<file path="config.mk">
export PLATFORM = sky130hd
export DESIGN_NAME = imem_loader_flat
export DESIGN_NICKNAME = d
export VERILOG_FILES = /design/src/rtl/imem_loader_if.sv /design/src/rtl/imem_loader.sv /design/src/flat_wrapper.sv
export SDC_FILE = /design/constraint.sdc
export NUM_CORES = 1
export LEC_CHECK = 0
export BUFFER_PORTS_ARGS = -buffer_cell sky130_fd_sc_hd__buf_2
export CAP_MARGIN = 10
export CORE_ASPECT_RATIO = 1.1
export CORE_MARGIN = 3
export CORE_UTILIZATION = 45
export DETAILED_ROUTE_END_ITERATION = 10
export HOLD_SLACK_MARGIN = 0.06
export PLACE_DENSITY = 0.74
export SLEW_MARGIN = 20
export SYNTH_ARGS = -nofsm -noshare
export SYNTH_HDL_FRONTEND = slang
export SYNTH_SLANG_ARGS = --single-unit
</file>
<file path="constraint.sdc">
create_clock -name clk -period 2.8 [get_ports clk]
set_clock_uncertainty 0.1 [all_clocks]
set_input_delay 0.14 -clock clk [delete_from_list [all_inputs] [get_ports clk]]
set_output_delay 0.14 -clock clk [all_outputs]
set_load 0.02 [all_outputs]
</file>
<file path="src/rtl/imem_loader_if.sv">
// Byte-stream input and instruction-memory write bus of the loader.
// master = loader side, slave = stream source / memory side.
interface imem_loader_if #(
   parameter int ADDR_W = 8
);
   logic              rx_valid;
   logic [7:0]        rx_data;
   logic              rx_ready;
   logic              imem_wr_en;
   logic [ADDR_W-1:0] imem_wr_addr;
   logic [31:0]       imem_wr_data;

   modport master (
      input  rx_valid, rx_data,
      output rx_ready, imem_wr_en, imem_wr_addr, imem_wr_data
   );

   modport slave (
      output rx_valid, rx_data,
      input  rx_ready, imem_wr_en, imem_wr_addr, imem_wr_data
   );
endinterface

</file>
<file path="src/rtl/imem_loader.sv">
// Loads a framed byte stream (LEN, N LE words, XOR CHK) into instruction memory, holding the core meanwhile.
// Write strobe lands one cycle after a word's 4th byte; rx_ready depends on state only, one byte per cycle.
module imem_loader #(
   parameter int ADDR_W      = 8,
   parameter int DEPTH_WORDS = 64
) (
   input  logic          clk,
   input  logic          reset,
   input  logic          load_req,
   imem_loader_if.master bus,
   output logic          core_hold,
   output logic          done,
   output logic          error
);

   localparam int         CNT_W   = $clog2(DEPTH_WORDS) + 1;
   localparam logic [7:0] DEPTH_B = 8'(DEPTH_WORDS);

   localparam logic [2:0] S_IDLE = 3'd0;
   localparam logic [2:0] S_LEN  = 3'd1;
   localparam logic [2:0] S_DATA = 3'd2;
   localparam logic [2:0] S_CHK  = 3'd3;
   localparam logic [2:0] S_DONE = 3'd4;
   localparam logic [2:0] S_ERR  = 3'd5;

   logic [2:0]        state_q,    state_d;
   logic [CNT_W-1:0]  word_cnt_q, word_cnt_d;
   logic [CNT_W-1:0]  len_q,      len_d;
   logic [1:0]        byte_cnt_q, byte_cnt_d;
   logic [7:0]        xor_q,      xor_d;
   logic [23:0]       asm_q,      asm_d;
   logic              wr_en_q,    wr_en_d;
   logic [ADDR_W-1:0] wr_addr_q,  wr_addr_d;
   logic [31:0]       wr_data_q,  wr_data_d;

   logic             rx_ready;
   logic             accept;
   logic [CNT_W-1:0] word_inc;

   assign rx_ready = (state_q == S_LEN) || (state_q == S_DATA) || (state_q == S_CHK);
   assign accept   = bus.rx_valid && rx_ready;
   assign word_inc = word_cnt_q + CNT_W'(1);

   always_comb begin
      state_d    = state_q;
      word_cnt_d = word_cnt_q;
      len_d      = len_q;
      byte_cnt_d = byte_cnt_q;
      xor_d      = xor_q;
      asm_d      = asm_q;
      wr_en_d    = 1'b0;
      wr_addr_d  = wr_addr_q;
      wr_data_d  = wr_data_q;

      case (state_q)
         S_IDLE, S_DONE, S_ERR: begin
            if (load_req) begin
               state_d    = S_LEN;
               word_cnt_d = '0;
               byte_cnt_d = '0;
               xor_d      = '0;
            end
         end

         S_LEN: begin
            if (accept) begin
               if ((bus.rx_data == 8'd0) || (bus.rx_data > DEPTH_B)) begin
                  state_d = S_ERR;
               end else begin
                  len_d   = CNT_W'(bus.rx_data);
                  state_d = S_DATA;
               end
            end
         end

         S_DATA: begin
            if (accept) begin
               xor_d      = xor_q ^ bus.rx_data;
               byte_cnt_d = byte_cnt_q + 2'd1;
               case (byte_cnt_q)
                  2'd0: asm_d[7:0]   = bus.rx_data;
                  2'd1: asm_d[15:8]  = bus.rx_data;
                  2'd2: asm_d[23:16] = bus.rx_data;
                  default: begin
                     // Top byte goes straight into the write register; no need to store it.
                     wr_en_d    = 1'b1;
                     wr_addr_d  = ADDR_W'({word_cnt_q, 2'b00});
                     wr_data_d  = {bus.rx_data, asm_q};
                     word_cnt_d = word_inc;
                     if (word_inc == len_q) begin
                        state_d = S_CHK;
                     end
                  end
               endcase
            end
         end

         S_CHK: begin
            if (accept) begin
               state_d = (bus.rx_data == xor_q) ? S_DONE : S_ERR;
            end
         end

         default: state_d = S_IDLE;
      endcase
   end

   always_ff @(posedge clk) begin
      if (reset) begin
         state_q    <= S_IDLE;
         word_cnt_q <= '0;
         len_q      <= '0;
         byte_cnt_q <= '0;
         xor_q      <= '0;
         asm_q      <= '0;
         wr_en_q    <= 1'b0;
         wr_addr_q  <= '0;
         wr_data_q  <= '0;
      end else begin
         state_q    <= state_d;
         word_cnt_q <= word_cnt_d;
         len_q      <= len_d;
         byte_cnt_q <= byte_cnt_d;
         xor_q      <= xor_d;
         asm_q      <= asm_d;
         wr_en_q    <= wr_en_d;
         wr_addr_q  <= wr_addr_d;
         wr_data_q  <= wr_data_d;
      end
   end

   assign bus.rx_ready     = rx_ready;
   assign bus.imem_wr_en   = wr_en_q;
   assign bus.imem_wr_addr = wr_addr_q;
   assign bus.imem_wr_data = wr_data_q;

   assign core_hold = (state_q != S_DONE);
   assign done      = (state_q == S_DONE);
   assign error     = (state_q == S_ERR);

endmodule

</file>
<file path="src/flat_wrapper.sv">
// flat-port wrapper written by rule: the top's interface ports become plain ports
module imem_loader_flat 
#(
   parameter int ADDR_W      = 8,
   parameter int DEPTH_WORDS = 64
)
  (clk, reset, load_req, core_hold, done, error, bus_rx_valid, bus_rx_data, bus_rx_ready, bus_imem_wr_en, bus_imem_wr_addr, bus_imem_wr_data);
  imem_loader_if #(.ADDR_W(ADDR_W)) bus_i ();
  input  logic clk;
  input  logic reset;
  input  logic load_req;
  output logic core_hold;
  output logic done;
  output logic error;
  input wire logic [$bits(bus_i.rx_valid)-1:0] bus_rx_valid;
  input wire logic [$bits(bus_i.rx_data)-1:0] bus_rx_data;
  output wire logic [$bits(bus_i.rx_ready)-1:0] bus_rx_ready;
  output wire logic [$bits(bus_i.imem_wr_en)-1:0] bus_imem_wr_en;
  output wire logic [$bits(bus_i.imem_wr_addr)-1:0] bus_imem_wr_addr;
  output wire logic [$bits(bus_i.imem_wr_data)-1:0] bus_imem_wr_data;
  assign bus_i.rx_valid = bus_rx_valid;
  assign bus_i.rx_data = bus_rx_data;
  assign bus_rx_ready = bus_i.rx_ready;
  assign bus_imem_wr_en = bus_i.imem_wr_en;
  assign bus_imem_wr_addr = bus_i.imem_wr_addr;
  assign bus_imem_wr_data = bus_i.imem_wr_data;
  imem_loader #(.ADDR_W(ADDR_W), .DEPTH_WORDS(DEPTH_WORDS)) u_core (.clk(clk), .reset(reset), .load_req(load_req), .bus(bus_i), .core_hold(core_hold), .done(done), .error(error));
endmodule
</file>
==> results of run 1 <==
-- per-stage QoR --
step / hold WS (ns) / cells / cell area [µm²] / utilization [%] / power, mW
finish: 0.1357 / 646 / 4556 / 53.62 / 2.822
global route: 0.1795 / 646 / 4556 / 53.62 / 2.940
CTS: 0.1179 / 646 / 4556 / 53.62 / 2.841
detailed placement: 0.3430 / 622 / 4240 / 49.91 / 1.823
global placement: 0.3404 / 622 / 4240 / 49.91 / 1.810
floorplan: 0.3019 / 492 / 3971 / - / 1.738
-- kinds of logic after synthesis --
group	count (synthesis)
and+or+nand+nor	210
buffers and inverters	48
xor gates and xnor gates	16
adders and majority gates	5
muxes	10
other	1
AOI/OAI and AO/OA	111
DFF	90
-- layout make-up --
| type | count | area, µm² | area share [%] |
|---|---|---|---|
| well taps | 111 | 138.9 | 3.049 |
| clock buffers | 10 | 137.6 | 3.021 |
| inverters | 6 | 22.52 | 0.4944 |
| multi-input cells | 354 | 1942 | 42.63 |
| repair buffers | 69 | 415.4 | 9.118 |
| flip-flops and latches | 90 | 1802 | 39.55 |
| clock inverters | 6 | 97.59 | 2.142 |
-- power by group through the flow --
stage | clock (mW) | sequential, mW | combinational, mW
after global placement | 0 | 1.41 | 0.405
after global routing | 1.08 | 1.39 | 0.468
after CTS | 1.04 | 1.38 | 0.424
after floorplan | 0 | 1.37 | 0.368
after detailed placement | 0 | 1.41 | 0.413
final | 1.02 | 1.38 | 0.422
-- sequential cells by signal, indices dropped and copies added, names as in the netlist --
signal and cells:
u_core.asm_q 24, u_core.bus.imem_wr_en 1, u_core.len_q 7, u_core.state_q 3
u_core.byte_cnt_q 2, u_core.bus.imem_wr_addr 6, u_core.xor_q 8, u_core.word_cnt_q 7
u_core.bus.imem_wr_data 32
-- worst max path at each step --
stage	start	endpoint	slack, ns
6_report	u_core.byte_cnt_q[1]$_SDFFE_PP0P_	u_core.state_q[1]$_SDFFE_PP0P_	0.66
5_1_grt	u_core.byte_cnt_q[0]$_SDFFE_PP0P_	u_core.state_q[1]$_SDFFE_PP0P_	0.44
4_1_cts	u_core.byte_cnt_q[0]$_SDFFE_PP0P_	u_core.state_q[1]$_SDFFE_PP0P_	0.66
3_5_place_dp	u_core.byte_cnt_q[0]$_SDFFE_PP0P_	u_core.state_q[1]$_SDFFE_PP0P_	0.69
3_3_place_gp	u_core.byte_cnt_q[0]$_SDFFE_PP0P_	u_core.state_q[1]$_SDFFE_PP0P_	0.73
2_1_floorplan	u_core.byte_cnt_q[0]$_SDFFE_PP0P_	u_core.state_q[1]$_SDFFE_PP0P_	0.97
-- worst register-to-register path, cell delays in order, from the launching register on --
cell	delay, ns
dfxtp_1	0.35
ha_1	0.28
a21o_1	0.21
a222oi_1	0.55
a21oi_1	0.08
a31oi_1	0.30
mux2i_1	0.20
-- metal layers --
| layer | track usage [%] | vias up |
|---|---|---|
| met4 | 5.996 | 0 |
| li1 | - | 1729 |
| met1 | 23.22 | 1621 |
| met3 | 4.342 | 16 |
| met5 | 0 | - |
| met2 | 29.66 | 88 |
-- placed cells by master, fill, tap and decap left out, types with 2 or more instances in the layout --
cell           instances
nand2_1              106
dfxtp_1               90
a21oi_1               82
buf_2                 54
nand3_1               31
nor2_1                26
o21ai_1               13
nand3b_1              10
mux2i_1               10
xnor2_1               10
clkbuf_8              10
dlygate4sd3_1          8
inv_1                  6
xor2_1                 6
buf_4                  6
nor2b_1                5
and2_1                 5
or3_1                  5
ha_1                   5
nand2b_1               3
and3_1                 3
and4_1                 3
a31oi_1                3
nor4_1                 3
o211ai_1               2
conb_1                 2
clkinv_4               2
bufinv_16              2
==> results.toml, run 1 <==
[clock_tree]
path_clk_slew_ns = 0.09
root_buffer = "clkbuf_8"
cts_buffer_depth = 2
cts_tree = "built"
cts_hold_buf = 8
insertion_delay_ns = 0.36
numCtsBuffers = 9
cts_sinks = 90
h-tree-depth = 3
post_cts_buffers = 0
post_cts_resized = 0

[logic_synthesis]
synth_compound_area_share_pct = 15.80
synthTopCellsByArea = "dfxtp_1 45%, a21oi_1 10%, nand2_1 10%"
synth_top_family_by_area = "simple AND/OR/NAND/NOR gates"
synth_top_area_share_pct = 45.41
synth_ff_type = "dfxtp_1"
async_flop_share_pct = 0
synth_area_per_cell_um2 = 8.081
synthSimpleGateAreaFrac_pct = 25.32
synth_cells = 491
synth-xor-area-share_pct = 3.532
muxShareOfSynthArea_pct = 2.523
yosysWarnings = 0
ys_seq_elements = 90
netlist_top_cells_count = "106 x nand2_1, 90 x dfxtp_1, 82 x a21oi_1, 31 x nand3_1, 26 x nor2_1"
yosysSeqAreaShare_pct = 45.41
yosysMostFrequentCell = "nand2_1"
netlist_area_um2 = 3968
ys_types = 48
synth_top_area_cell = "dfxtp_1"
synth-edff-count = 0
synthAdderAreaFrac_pct = 1.577

[worst_setup_path]
cpPeakStageDelay_ns = 0.55
cp_top_family = "compound AO/OA/AOI/OAI gates"
r2r-start = "u_core.byte_cnt_q[1]$_SDFFE_PP0P_"
worst_path_max_delay_cell = "a222oi_1"
rrSetupSlack_ns = 0.66
critPathKind = "flip-flop to flip-flop"
worstPathArrival_ns = 2.33
regToRegEndpoint = "u_core.state_q[1]$_SDFFE_PP0P_"
critical_path.startpoint_type = "flip-flop"
path_cells = "ha_1, a21o_1, a222oi_1, a21oi_1, a31oi_1, mux2i_1"
crit_cells = 6
rr_worst_depth = 6
cp_max_fo = 6
worstSetupEndpointType = "flip-flop"
cp.required_ns = 3.00
path_buf_inv = 0

[routing]
viasPerCell = 5.347
routed.top_layer = "met4"
drt_iter0_drc = 155
route.vias.total = 3454
drc = 0
drtAntennaViolNets = 0
wl_met1_um = 3934
wl_met3_um = 427
wl_met2_um = 4219
postRouteWirelength_um = 8756
routedWlPerCell_um = 13.55
drt_pass1_iterations = 4

[die]
ios = 57
start_util_pct = 46.70
die_width_um = 95.53
dieArea_um2 = 9981
die_h_um = 104.5
fp-row-count = 35
core_area_um2 = 8496

[job]
maxCapViolations = 0

[finish]
area_delta_synth_final_pct = 14.82
nNetsFinal = 547
drive_gt1_share_pct = 15.70
fillerInstances = 812
num_antenna_cells = 0

[timing]
setup_tns_ns = 0
fin_crit_sh_pct = 76.31
slew_headroom_pct = 57.92
worst_slew_pin_slew_ns = 0.6311
rsz0062_at_grt = "no"
setup_viol = 0
max_freq_ghz = 0.4680
slew_viol_final = 0
period_needed_ns = 2.137
setup_ws_ns = 0.6633
hold_viol = 0

[power]
p_switching_mw = 0.8017
p_leak_nw = 1.765
p_int_mw = 2.020
p_seq_share_pct = 48.9
power.share.clock_pct = 36.1
p_per_area_nw_per_um2 = 619.5
max-vdd-ir-drop_v = 0.0002780
p_comb_share_pct = 14.9
switching_share_pct = 28.41

[hold_path]
hold_class = "primary input to flip-flop"
holdPathEnd = "u_core.state_q[2]$_SDFFE_PP0P_"
hold_path_depth = 4
worstHoldStart = "load_req"

[grt]
gr-total-overflow = 0
grt_pass1_vias = 3131
grt_pass1_wl_um = 14630
grt_usage_pct = 18.15
grt_max_degree = 64
antenna_found_initial = 0

[placed_design]
dp_slack_ns = 0.6928
gp_congestion = 0.8432
io_buffer_count = 54
dp_hpwl_um = 6006

[outcome]
outcome = "finished, final reports clean"
Note: power is estimated with default switching activity, not from simulation.
==> run 2: changes to the inputs <==
clock period = 2 ns   (was 2.8 ns; I/O delays follow)
==> run 2 against run 1 <==
Against the previous run: via count fell by 1.5%; total power rose by 33%; non-clock buffer count rose by 10; wire length barely moved; utilization rose by 0.44 points; combinational power rose by 70%; worst setup slack got worse by 0.62 ns; final cell count rose by 1.5%; largest cell class unchanged; largest power group unchanged; maximum frequency rose by 9.0%.
==> results.toml, run 2 (synthesized netlist as in run 1, its figures left out) <==
[routing]
drt_iter0_drc = 149
routedWlPerCell_um = 13.34
routed.top_layer = "met4"
wl_met1_um = 4032
route.vias.total = 3401
wl_met3_um = 390
drc = 0
postRouteWirelength_um = 8750
drt_pass1_iterations = 4
viasPerCell = 5.184
wl_met2_um = 4166
drtAntennaViolNets = 0

[worst_setup_path]
critical_path.startpoint_type = "flip-flop"
path_cells = "ha_1, a21o_1, a222oi_1, buf_4, a21oi_1, a31oi_2, mux2i_1"
cp_max_fo = 5
crit_cells = 7
cp_top_family = "compound AO/OA/AOI/OAI gates"
worst_path_max_delay_cell = "dfxtp_1"
cpPeakStageDelay_ns = 0.35
worstPathArrival_ns = 2.15
worstSetupEndpointType = "flip-flop"
cp.required_ns = 2.19
rr_worst_depth = 7
critPathKind = "flip-flop to flip-flop"
path_buf_inv = 1

[timing]
period_needed_ns = 1.960
fin_crit_sh_pct = 98.01
hold_viol = 0
rsz0062_at_grt = "no"
setup_ws_ns = 0.03986
max_freq_ghz = 0.5102
setup_viol = 0
setup_tns_ns = 0
slew_viol_final = 0
whs_ns = 0.08736

[clock_tree]
root_buffer = "clkbuf_8"
cts_buffer_depth = 2
path_clk_slew_ns = 0.09
insertion_delay_ns = 0.36
post_cts_buffers = 0
numCtsBuffers = 9
cts_sinks = 90
h-tree-depth = 3
cts_tree = "built"

[grt]
gr-total-overflow = 0
antenna_found_initial = 0
grt_max_degree = 66
grt_pass1_wl_um = 14770
grt_pass1_vias = 3175
grt_usage_pct = 18.47

[power]
total_power_mw = 3.754
max-vdd-ir-drop_v = 0.0003524
p_leak_nw = 1.793
p_per_area_nw_per_um2 = 817.2

[finish]
final_area_um2 = 4593
largest_register_ffs = 32
final_util_pct = 54.06
num_antenna_cells = 0
nNetsFinal = 557
fillerInstances = 812
layout_common_cells = "106 x nand2_1, 89 x dfxtp_1, 82 x a21oi_1, 54 x buf_2, 31 x nand3_1"
drive_gt1_share_pct = 17.98
final_cells = 656
area_delta_synth_final_pct = 15.77
seq_area_um2 = 1803
layout_commonest_cell = "nand2_1"
multi_input_area_um2 = 1948

[outcome]
outcome = "finished, final reports clean"

[placed_design]
place_area_um2 = 4350
gp_congestion = 0.8198
dp_slack_ns = 0.06520
dp_hpwl_um = 6074
dp_cells = 635
io_buffer_count = 54

[die]
ios = 57
start_util_pct = 46.70
core_area_um2 = 8496
fp-row-count = 35
die_h_um = 104.5
die_width_um = 95.53
dieArea_um2 = 9981

[hold_path]
hold_path_depth = 4
hold_class = "primary input to flip-flop"

[job]
maxCapViolations = 0
[run 2: cell count changes in the layout (fill, tap and decap cells not counted), sizes merged]
cell	before	now
buf	61	74
bufinv	2	0
clkinv	2	3
clkinvlp	0	1
dlygate4sd3	8	5
[run 2: power by group]
group | total [mW] | switching, mW | internal [mW]
sequential | 1.90 | 0.0557 | 1.84
combinational | 0.718 | 0.422 | 0.297
clock | 1.14 | 0.670 | 0.467
total | 3.75 | 1.15 | 2.61
[run 2: final cells by class]
class,count,area share [%]
Clock buffer,10,2.779
Multi-Input combinational cell,354,42.41
Timing Repair Buffer,79,10.95
Sequential cell,90,39.25
Inverter,6,0.4903
Clock inverter,6,1.090
Tap cell,111,3.024
[run 2: worst paths after layout]
kind                                                               from                                 endpoint  slack, ns
worst min register to register  u_core.bus.imem_wr_data[2]$_SDFFE_PP0P_  u_core.bus.imem_wr_data[2]$_SDFFE_PP0P_       0.35
worst max register to register        u_core.byte_cnt_q[1]$_SDFFE_PP0P_           u_core.state_q[1]$_SDFFE_PP0P_       0.04
worst max-delay path                  u_core.byte_cnt_q[1]$_SDFFE_PP0P_           u_core.state_q[1]$_SDFFE_PP0P_       0.04
worst min-delay path                                     bus_rx_data[7]             u_core.asm_q[7]$_SDFFE_PP0P_       0.09
[run 2: per-layer routing]
metal	global-route usage [%]	vias up
met2	30.35	65
met3	2.822	12
met4	7.520	0
met5	0	-
li1	-	1737
met1	23.82	1587
[run 2: what timing repair did]
action / 4_1_cts / 5_1_grt
setup endpoints to repair: 0 / 11
endpoints found under the hold margin: 33 / 0
hold buffers: 5 / 0
resized for setup: 0 / 4
[run 2: tightest hold or removal path: stages]
cell and delay, ns:
buf_2 0.11, buf_4 0.17, nand3_1 0.07, a21oi_1 0.05
